===== config.mk =====
export PLATFORM = sky130hd
export DESIGN_NAME = inst_fetch_unit
export DESIGN_NICKNAME = d
export VERILOG_FILES = /design/src/rtl/inst_fetch_unit_pkg.sv /design/src/rtl/inst_fetch_unit_fetch_fifo.sv /design/src/rtl/inst_fetch_unit.sv
export SDC_FILE = /design/constraint.sdc
export NUM_CORES = 1
export LEC_CHECK = 0
export CORE_ASPECT_RATIO = 1.25
export CORE_MARGIN = 4
export CORE_UTILIZATION = 56
export CTS_CLUSTER_SIZE = 12
export DETAILED_ROUTE_END_ITERATION = 6
export PLACE_DENSITY_LB_ADDON = 0.25
export SYNTH_ARGS = -nofsm -noshare
export SYNTH_HDL_FRONTEND = slang
export SYNTH_SLANG_ARGS = --single-unit

===== constraint.sdc =====
create_clock -name clk -period 4.6 [get_ports clk]
set_input_delay 0.69 -clock clk [delete_from_list [all_inputs] [get_ports clk]]
set_output_delay 0.69 -clock clk [all_outputs]
set_load 0.02 [all_outputs]

===== src/rtl/inst_fetch_unit_pkg.sv =====
// Shared constants for the instruction fetch front end.
// INST_NOP is the bubble word IF_ID inserts when out_valid is low.
package inst_fetch_unit_pkg;

    localparam int DATA_LEN_DEFAULT        = 32;
    localparam int INST_LEN_DEFAULT        = 32;
    localparam int DEPTH_DEFAULT           = 4;
    localparam int MAX_OUTSTANDING_DEFAULT = 2;

    localparam logic [31:0] RESET_PC_DEFAULT = 32'h0000_0000;
    localparam logic [31:0] INST_NOP         = 32'h0000_0013;

endpackage


===== src/rtl/inst_fetch_unit_fetch_fifo.sv =====
// Synchronous FIFO holding {pc, inst} fetch entries between imem and IF_ID.
// Pointers carry an extra wrap bit so full and empty are told apart without a counter.
module fetch_fifo #(
    parameter int WIDTH = 64,
    parameter int DEPTH = 4
) (
    input  logic                         clk,
    input  logic                         reset,
    input  logic                         push,
    input  logic                         pop,
    input  logic                         flush,
    input  logic [WIDTH-1:0]             din,
    output logic [WIDTH-1:0]             dout,
    output logic                         full,
    output logic                         empty,
    output logic [$clog2(DEPTH+1)-1:0]   count
);

    localparam int AW = $clog2(DEPTH);
    localparam int CW = $clog2(DEPTH+1);

    logic [AW:0]      wr_ptr;
    logic [AW:0]      rd_ptr;
    logic [WIDTH-1:0] mem [DEPTH];

    always_ff @(posedge clk) begin
        if (!reset) begin
            wr_ptr <= '0;
            rd_ptr <= '0;
        end else if (flush) begin
            wr_ptr <= '0;
            rd_ptr <= '0;
        end else begin
            if (push) wr_ptr <= wr_ptr + 1'b1;
            if (pop)  rd_ptr <= rd_ptr + 1'b1;
        end
    end

    // Storage is not reset; the empty mask keeps stale words off dout.
    always_ff @(posedge clk) begin
        if (reset && !flush && push) mem[wr_ptr[AW-1:0]] <= din;
    end

    assign empty = (wr_ptr == rd_ptr);
    assign full  = (wr_ptr[AW] != rd_ptr[AW]) && (wr_ptr[AW-1:0] == rd_ptr[AW-1:0]);
    assign count = CW'(wr_ptr - rd_ptr);
    assign dout  = empty ? '0 : mem[rd_ptr[AW-1:0]];

endmodule


===== src/rtl/inst_fetch_unit.sv =====
// Fetch front end: owns the PC, issues in-order imem requests under a FIFO credit
// limit, buffers returned words and presents {pc, inst} to IF_ID; EX redirects flush it.
module inst_fetch_unit
    import inst_fetch_unit_pkg::*;
#(
    parameter int                    DATA_LEN        = DATA_LEN_DEFAULT,
    parameter int                    INST_LEN        = INST_LEN_DEFAULT,
    parameter int                    DEPTH           = DEPTH_DEFAULT,
    parameter int                    MAX_OUTSTANDING = MAX_OUTSTANDING_DEFAULT,
    parameter logic [DATA_LEN-1:0]   RESET_PC        = DATA_LEN'(RESET_PC_DEFAULT)
) (
    input  logic                  clk,
    input  logic                  reset,
    input  logic                  redirect_valid,
    input  logic [DATA_LEN-1:0]   redirect_pc,
    output logic                  imem_req_valid,
    input  logic                  imem_req_ready,
    output logic [DATA_LEN-1:0]   imem_req_addr,
    input  logic                  imem_resp_valid,
    input  logic [INST_LEN-1:0]   imem_resp_inst,
    output logic                  out_valid,
    input  logic                  out_ready,
    output logic [DATA_LEN-1:0]   out_pc,
    output logic [INST_LEN-1:0]   out_inst
);

    localparam int CW = $clog2(DEPTH+1);
    localparam int OW = $clog2(MAX_OUTSTANDING+1);
    localparam int SW = CW + OW + 1;

    logic [DATA_LEN-1:0] fetch_pc;
    logic [DATA_LEN-1:0] enq_pc;
    logic [OW-1:0]       outstanding;
    logic [OW-1:0]       discard;
    logic [OW-1:0]       outstanding_nx;
    logic [OW-1:0]       discard_nx;
    logic [CW-1:0]       count;
    logic [SW-1:0]       credit_used;
    logic [DATA_LEN-1:0] redirect_aligned;

    logic req_fire;
    logic resp_fire;
    logic drop_word;
    logic push;
    logic pop;
    logic fifo_full;
    logic fifo_empty;

    // Words still owed to the FIFO (in flight and not to be discarded) count against its space.
    assign credit_used = SW'(count) + SW'(outstanding) - SW'(discard);

    assign imem_req_valid = reset && !redirect_valid
                            && (outstanding < OW'(MAX_OUTSTANDING))
                            && (credit_used < SW'(DEPTH));
    assign imem_req_addr  = fetch_pc;

    assign req_fire   = imem_req_valid && imem_req_ready;
    assign resp_fire  = imem_resp_valid;
    assign drop_word  = (discard != '0);
    assign push       = resp_fire && !drop_word && !redirect_valid;
    assign pop        = out_valid && out_ready && !redirect_valid;
    assign out_valid  = !fifo_empty;

    assign redirect_aligned = redirect_pc & ~DATA_LEN'(3);

    always_comb begin
        outstanding_nx = outstanding;
        discard_nx     = discard;
        if (req_fire)  outstanding_nx = outstanding_nx + OW'(1);
        if (resp_fire) outstanding_nx = outstanding_nx - OW'(1);
        if (redirect_valid) begin
            discard_nx = resp_fire ? (outstanding - OW'(1)) : outstanding;
        end else if (resp_fire && drop_word) begin
            discard_nx = discard - OW'(1);
        end
    end

    always_ff @(posedge clk) begin
        if (!reset) begin
            fetch_pc    <= RESET_PC;
            enq_pc      <= RESET_PC;
            outstanding <= '0;
            discard     <= '0;
        end else begin
            outstanding <= outstanding_nx;
            discard     <= discard_nx;
            if (redirect_valid) begin
                fetch_pc <= redirect_aligned;
                enq_pc   <= redirect_aligned;
            end else begin
                if (req_fire) fetch_pc <= fetch_pc + DATA_LEN'(4);
                if (push)     enq_pc   <= enq_pc + DATA_LEN'(4);
            end
        end
    end

    fetch_fifo #(
        .WIDTH (DATA_LEN + INST_LEN),
        .DEPTH (DEPTH)
    ) u_fifo (
        .clk   (clk),
        .reset (reset),
        .push  (push),
        .pop   (pop),
        .flush (redirect_valid),
        .din   ({enq_pc, imem_resp_inst}),
        .dout  ({out_pc, out_inst}),
        .full  (fifo_full),
        .empty (fifo_empty),
        .count (count)
    );

    a_discard_bounded: assert property (@(posedge clk) disable iff (!reset)
        discard <= outstanding);
    a_no_overflow: assert property (@(posedge clk) disable iff (!reset)
        !(push && fifo_full && !pop));
    a_resp_expected: assert property (@(posedge clk) disable iff (!reset)
        !(imem_resp_valid && outstanding == '0));

endmodule


# Word level (Yosys, flattened, before mapping)
# Memories as Yosys holds them, arrays and structs flattened. A register that Yosys moved wholly into a read port is not among the register bits.
# Index checks and enable logic that the tools add are counted.
# totals
in_bits	70
out_inout_bits	98
ramBits	256
ff_bits	74
wordCells	56
mem_count	1
# mem_list
memory	depth	word_bits	read_ports	rd_ports_with_merged_regs	wr	line	rtl
u_fifo.mem	4	64	1	1	1	inst_fetch_unit_fetch_fifo.sv:24	logic [WIDTH-1:0] mem [DEPTH];
# op_classes
n_mux	14
n_bitwise	1
n_lt_le_gt_ge	2
eq_ne	1
n_reduce_logical	18
add_sub_neg	11
# ops
op	n
$mux W32	4
$add A32 B3 Y32 const B	2
$mux W64	1
$mux W2	7
$logic_and A1 B1 Y1	10
$reduce_bool A2 Y1	4
$add A3 B1 Y3 const B	2
$lt A6 B3 Y1 const B	1
$sub A2 B1 Y2 const B	3
$sub A4 B2 Y5	1
$add A3 B2 Y4	1
$eq A3 B3 Y1	1
$logic_not A1 Y1	3
$sub A3 B3 Y3	1
$add A2 B1 Y2 const B	1
$lt A2 B2 Y1 const B	1
$mux W1	2
$reduce_or A2 Y1	1
$not A1 Y1	1

# Logic depth before layout (Yosys ltp)
# depth
ltp_word	9
depth_mapped	13
ltp_nobuf	11

# Hierarchy
# Synthesis repeated with hierarchy kept, for this count alone.
# unflattened
cells_unflattened	929
area_unflattened_um2	14027.2
# modules_own_cells
module	cells_each	n_inst	seq_area_each_um2	area_per_inst_um2
fetch_fifo	460	1	7847.5	10309.9
inst_fetch_unit	469	1	1281.2	3717.3

# Worst setup path before layout
# OpenSTA, ideal clock, no wires.
# synth_path
kind	reg-to-reg
from	register u_fifo.wr_ptr[0]
to	register fetch_pc[11], in the netlist imem_req_addr[11]
period_less_slack_ns	3.437
t_required_ns	4.480
arrival_ns	3.317
stages_incl_launch_ff	13
path_buffers	1
path_slack_ns	1.163
setup_ns	0.120
cell_sequence	dfxtp_1 -> inv_1 -> ha_1 -> fa_1 -> fa_1 -> inv_1 -> ha_1 -> nand3b_1 -> a2111oi_4 -> o2111ai_1 -> buf_2 -> o311a_1 -> o31a_1
# synth_via
elab_chain_cells	7
# synth_lines
item	line	rtl
from (decl)	inst_fetch_unit_fetch_fifo.sv:22	logic [AW:0] wr_ptr;
from (signal assigned)	inst_fetch_unit_fetch_fifo.sv:34	if (push) wr_ptr <= wr_ptr + 1'b1;
$sub A3 B3 Y3	inst_fetch_unit_fetch_fifo.sv:46	assign count = CW'(wr_ptr - rd_ptr);
$add A3 B2 Y4	inst_fetch_unit.sv:50	assign credit_used = SW'(count) + SW'(outstanding) - SW'(discard);
$sub A4 B2 Y5	inst_fetch_unit.sv:50	
$lt A6 B3 Y1	inst_fetch_unit.sv:54	&& (credit_used < SW'(DEPTH));
$logic_and A1 B1 Y1	inst_fetch_unit.sv:54	
$logic_and A1 B1 Y1	inst_fetch_unit.sv:57	assign req_fire = imem_req_valid && imem_req_ready;
$reduce_bool A2 Y1 (no source line)	--	
to (signal assigned)	inst_fetch_unit.sv:88	fetch_pc <= redirect_aligned;
to (signal assigned)	inst_fetch_unit.sv:91	if (req_fire) fetch_pc <= fetch_pc + DATA_LEN'(4);
to (decl)	inst_fetch_unit.sv:31	logic [DATA_LEN-1:0] fetch_pc;
# No other way between the ends.
# A chain may end at the register's enable or synchronous reset.

# Worst setup path after layout
# layout_path
from	register u_fifo.wr_ptr[0]
to	output imem_req_valid
# layout_via
elab_chain_cells	5
# layout_lines
item	line	rtl
$sub A3 B3 Y3	inst_fetch_unit_fetch_fifo.sv:46	
$add A3 B2 Y4	inst_fetch_unit.sv:50	
$sub A4 B2 Y5	inst_fetch_unit.sv:50	
$lt A6 B3 Y1	inst_fetch_unit.sv:54	
$logic_and A1 B1 Y1	inst_fetch_unit.sv:54	
to (decl)	inst_fetch_unit.sv:16	output logic imem_req_valid,
# No other way between the ends.

==> impl_metrics.yaml <==
power:
  leakage_uw: 0.00529
  irDropWorstVdd_mv: 0.304
  power_density_nw_per_um2: 368
  p_int_uw: 4730
  power_switching_uw: 1310
  combPwrFrac: 0.082
  p_sw_frac: 0.216
  clock_power_share: 0.379
  p_seq_frac: 0.539
logic_synthesis:
  syn-mean-instance-area_um2: 15.0
  seq_area_frac_synth: 0.657
  synth-compound-area-share: 0.0683
  synth_cells: 901
  synth_edf_count: 248
  synth_top_family_by_area: "simple AND/OR/NAND/NOR gates"
  synthMuxAreaShare: 0.108
  synth-adder-area-share: 0.0159
  synth_xor_area_frac: 0.0185
  yosys_most_used_dff: "edfxtp_1"
  synth-simple-area-share: 0.109
  yosysWarnings: 0
  synth_area_um2: 13500
  ys_async_sr_fraction: 0
  yosysUniqueCellTypes: 62
  ys_ff_latch: 320
place:
  io_buffers: 161
  gp_congestion: 0.884
  dp_hpwl_um: 17300
  placedCellCount: 1353
global_routing:
  antenna_found_initial: 0
  first_global_vias: 8313
  grt_overflow: 0
  grt_max_degree: 67
  grt_usage: 0.203
  grt_pass1_wl_um: 44000
floorplan:
  fp-row-count: 63
  fp.dieW_um: 147
  dieHeight_um: 182
  dieArea_um2: 26700
  pin_count: 168
  core_area_um2: 23700
  start_util: 0.570
timing:
  worst_slew_margin_rel: 0.397
  fin_crit_ps: 4290
  rsz0062_at_grt: "no"
  fmax_mhz: 233
  hold_violations: 0
  drv_slew: 0
  whs_ps: 477
  tightest_slew_ps: 905
  fin_tns_setup_ps: 0
  period_share: 0.932
  setup_violations: 0
  finalClockSkew_ps: 7.88
drt:
  drtPass1Iterations: 5
  vias: 8172
  ant_nets: 0
  viasPerCell: 5.80
  drc_errors: 0
  drt_iter0_markers: 548
  wl_per_cell_um: 19.2
  drt_wl_total_um: 27100
worst_hold_path:
  hp-class: "register to register"
status:
  status: "finished clean"
worst_setup_path:
  crit_type: "register to output pin"
  critPathMaxFanout: 4
  crit_chain: "inv_1 -> ha_1 -> fa_1 -> fa_1 -> inv_1 -> ha_1 -> nand3b_1 -> a2111oi_4 -> o211a_1 -> dlygate4sd2_1"
  cp-start-kind: "register"
  arrival_ps: 3600
  critPathMaxStageDelay_ps: 500
  critPathRequiredTime_ps: 3910
  slowest_stage: "fa_1"
  crit_path_end_kind: "output pin"
final_layout:
  syn2layout_area_growth_pct: 21.4
  nets: 1147
  drive_above_1_share: 0.124
  layout.cells.non_filler: 1410
  antennaDiodeCount: 0
clock_tree:
  htree_levels: 1
  cts.path.max_buffers: 3
  cts_root_buffer: "clkbuf_16"
  cts_buffers: 31
  cts_hold_buf: 0
  cts_tree: "built"
  cts_sinks: 320
  clkLatencyLatePin_ps: 540
  path_clk_slew_ps: 60
flow_run:
  maxCapViolCount: 0
==> worst paths after layout <==
kind	start	end	slack (ps)	cells after the start
setup / recovery	u_fifo.wr_ptr[0]	imem_req_valid	310	10
hold reg to reg	imem_req_addr[31]	imem_req_addr[31]	480	2
setup reg to reg	u_fifo.wr_ptr[0]	imem_req_addr[22]	810	12
hold / removal	imem_req_addr[31]	imem_req_addr[31]	480	2
==> state kept, by name (all words and copies together), names as in the netlist, named ones only <==
register and count:
u_fifo.rd_ptr 3, enq_pc 30, u_fifo.mem 248, u_fifo.wr_ptr 3, imem_req_addr 30, outstanding 2
discard 2
==> stage by stage <==
stage                     power [µW]  worst slack (ps)  utilization  area (µm²)
final                           6040               311        0.692       16400
after CTS                       6090               271        0.692       16400
after floorplan                 3580              1160            -       13500
after global routing            6280              78.4        0.692       16400
after detailed placement        3810               600        0.654       15500
after global placement          3800               624        0.654       15500
==> final cells by class <==
cell class	count	area (µm²)
sequential	320	8890
fill	1652	7300
inverter	20	75.1
tap	325	407
clock inverter	2	8.76
timing repair buffer	180	1790
multi-input combinational	508	4350
clock buffer	55	900
==> logic make-up after synthesis <==
kind of cell / Yosys count
DFF: 320
and+or+nand+nor: 260
AOI/OAI and AO/OA: 133
buffers and inverters: 76
muxes: 68
xor gates and xnor gates: 27
adders and majority gates: 16
other: 1
==> power by group through the flow <==
stage | combinational, µW | clock (µW) | sequential [µW]
after global placement | 491 | 0 | 3310
final | 495 | 2290 | 3250
after CTS | 501 | 2340 | 3250
after floorplan | 266 | 0 | 3310
after global routing | 543 | 2470 | 3260
after detailed placement | 499 | 0 | 3310
==> cells in the final DEF (no fill, tap or decap), types with 22 or more instances in the layout <==
cell type	n
nand3_1	25
nand2_1	39
edfxtp_1	248
o21ai_0	33
dfxtp_1	70
a21oi_1	22
and2_1	68
nor2_1	23
clkbuf_16	31
clkdlybuf4s50_1	160
mux4_2	62
==> per-layer routing <==
layer	vias to the layer above	part of all wire	track usage
met4	0	0.018	0.0485
met3	30	0.064	0.0312
met2	291	0.50	0.343
met5	-	0	0
met1	4008	0.42	0.283
li1	3843	-	-
==> synth_stat cells, drive strengths merged, types with 10 or more instances <==
| library cell | instances | area, µm² |
|---|---|---|
| nor3 | 18 | 90.1 |
| buf | 19 | 105 |
| mux4 | 62 | 1400 |
| nand2 | 39 | 146 |
| edfxtp | 248 | 7450 |
| inv | 19 | 71.3 |
| clkbuf | 37 | 139 |
| xnor2 | 16 | 140 |
| nand3 | 26 | 130 |
| ha | 14 | 175 |
| nor2 | 23 | 86.3 |
| xor2 | 10 | 87.6 |
| and3 | 21 | 131 |
| o21ai | 33 | 165 |
| a21oi | 22 | 110 |
| dfxtp | 72 | 1440 |
| a31oi | 20 | 125 |
| o31a | 11 | 96.3 |
| nand4 | 15 | 93.8 |
| and2 | 68 | 425 |
==> critical path: cells and delay by family (launching register included) <==
family	cells	cell delay [ps]
adder cells (fa/ha/maj)	4	1450
flip-flops	1	390
AO/OA/AOI/OAI	2	610
AND/OR/NAND/NOR	1	140
buffers and inverters	3	460
==> repair_timing <==
item                                   4_1_cts  5_1_grt
setup endpoints to repair                    1        0
setup buffers                                0        0
endpoints found under the hold margin        0        0
resized for setup                            1        0
Power figures use the tool's default switching activity.
==> RTL change, RTL diff (config.mk and constraints unchanged) <==
`DEPTH_DEFAULT`: 4 -> 8.
--- a/src/rtl/inst_fetch_unit_pkg.sv
+++ b/src/rtl/inst_fetch_unit_pkg.sv
@@ -6,3 +6,3 @@
     localparam int INST_LEN_DEFAULT        = 32;
-    localparam int DEPTH_DEFAULT           = 4;
+    localparam int DEPTH_DEFAULT           = 8;
     localparam int MAX_OUTSTANDING_DEFAULT = 2;
Formal check against the unedited RTL: not equivalent (Yosys sat finds a counterexample within 4 cycles, from zero or initial values and one cycle with reset low).
==> RTL change against the original RTL <==
  * Worst setup slack got worse by 0.063 ns
  * Critical path type unchanged
  * Final area is 64% higher
  * Wire length increased by 72%
  * Sequential cell count increased by 251
  * Combinational power up 20%
  * Largest power group unchanged
  * Power increased by 71%
  * Global-route usage rose by 0.97 points
  * Area after synthesis grew 69%
==> RTL change: results (changes against the original RTL) <==
- Status: complete, no violations
- Via-per-instance ratio: 6.03 (+4.1%)
- Fill cells: 2721 (+65%)
- Setup WS pre-CTS: 0.596 ns (-0.00345 ns)
- Synth area leaders: edfxtp_1 (65%), mux4_2 (12%), dfxtp_1 (6.6%)
- Largest net degree at the start of global routing: 74 (+10%)
- Logic power comb: 592 uW (+20%)
- Sequential fraction of the synthesis area: 71.9% (+6.2 points)
- Drt pass-1 iters: 6 (+1)
- Leak: 8.26 nW (+56%)
- Number of flops mapped to enable cells by yosys: 496 (+100%)
- Gr usage total: 21.3% (+0.97 points)
- DRT iter0 DRCs: 947 (+73%)
- Initial antenna violation count: 0 (unchanged)
- Post-CTS Setup Inserts: 0 (unchanged)
- Pint: 8.20 mW (+73%)
- Clk slew on worst S/H paths: 0.06 ns (about the same)
- Async S/R FF share, synth: 0% (unchanged)
- Largest register FFs: 496 (+100%)
- Complex-gate fraction of the synthesized area: 3.61% (-3.2 points)
- CTS HTree Levels: 2 (+1)
- Non-Filler Instances: 2037 (+44%)
- Mux share of post-synthesis cell area: 15.1% (+4.3 points)
- Layout Nets: 1548 (+35%)
- IO buf count: 161 (unchanged)
- P&R area growth vs syn: 17.8%
- WL final: 46700 um (+72%)
- Placed Area: 0.0253 mm^2 (+63%)
- Fraction of layout cells with a size suffix above 1: 15.8% (+3.4 points)
- Worst Max-Slew Pin Slew: 1.05 ns (+0.144 ns)
- Peak VDD IR: 0.000266 V (-13%)
- Ys Warns: 0 (unchanged)
- Most frequent cells after synthesis: edfxtp_1 (496), mux4_2 (124), nor2_1 (92)
- Mapped Area: 0.0228 mm^2 (+69%)
- Clock Power Share: 38.2% (+0.3 points)
- Worst skew pair latency: 0.57 ns (+0.03 ns)
- Netlist cell types: 53 (-15%)
- Max Fanout on Critical Path: 2 (-2)
- HP Start: imem_req_addr[3]
- Num CTS Buffers: 54 (+74%)
- Post-synthesis xor/xnor area fraction: 1.92% (+0.071 points)
- Worst Path Arrival: 3.66 ns (+0.06 ns)
- # DRC: 0 (unchanged)
- Adder-cell area share of the yosys netlist: 0.779% (-0.81 points)
- Switch share: 20.7% (-0.99 points)
- Vias in the first global route: 12700 (+52%)
- Post-Syn Instances: 1280 (+42%)
- Setup violators final: 0 (unchanged)
- Crit-path max cell delay: 0.49 ns
- Dpl hpwl: 26400 um (+52%)
- Critical path's top delay family: adder cells
- Clock skew: 0.0161 ns (+0.00819 ns)
- First-pass GRT wire length: 72800 um (+65%)
- GP Congestion: 0.861 (-2.6%)
==> RTL change: path summary, 6_finish.rpt <==
path                            end  slack [ns]  cells after the start
hold / removal     imem_req_addr[3]        0.53                      2
hold reg to reg    imem_req_addr[3]        0.53                      2
setup / recovery     imem_req_valid        0.25                     12
setup reg to reg  imem_req_addr[29]        0.95                     13
==> RTL change: worst min-delay path, delay by kind of cell, from the launching register on <==
family             cells  cell delay, ns
and+or+nand+nor        1            0.06
AOI/OAI and AO/OA      1            0.07
DFF                    1            0.34
==> RTL change: metal layers <==
metal | track usage [%] | routed length (um)
met1 | 29.5 | 19500
met5 | 0 | 0
met4 | 5.35 | 933
met2 | 36.2 | 23600
met3 | 3.39 | 2690
==> RTL change: final cells by class <==
type                       instances  share of cell area, %
tap                              546                   2.54
multi-input combinational        627                   22.9
clock inverter                     1                 0.0326
timing repair buffer             194                   7.57
sequential                       571                   61.1
inverter                          17                  0.238
clock buffer                      81                   5.65
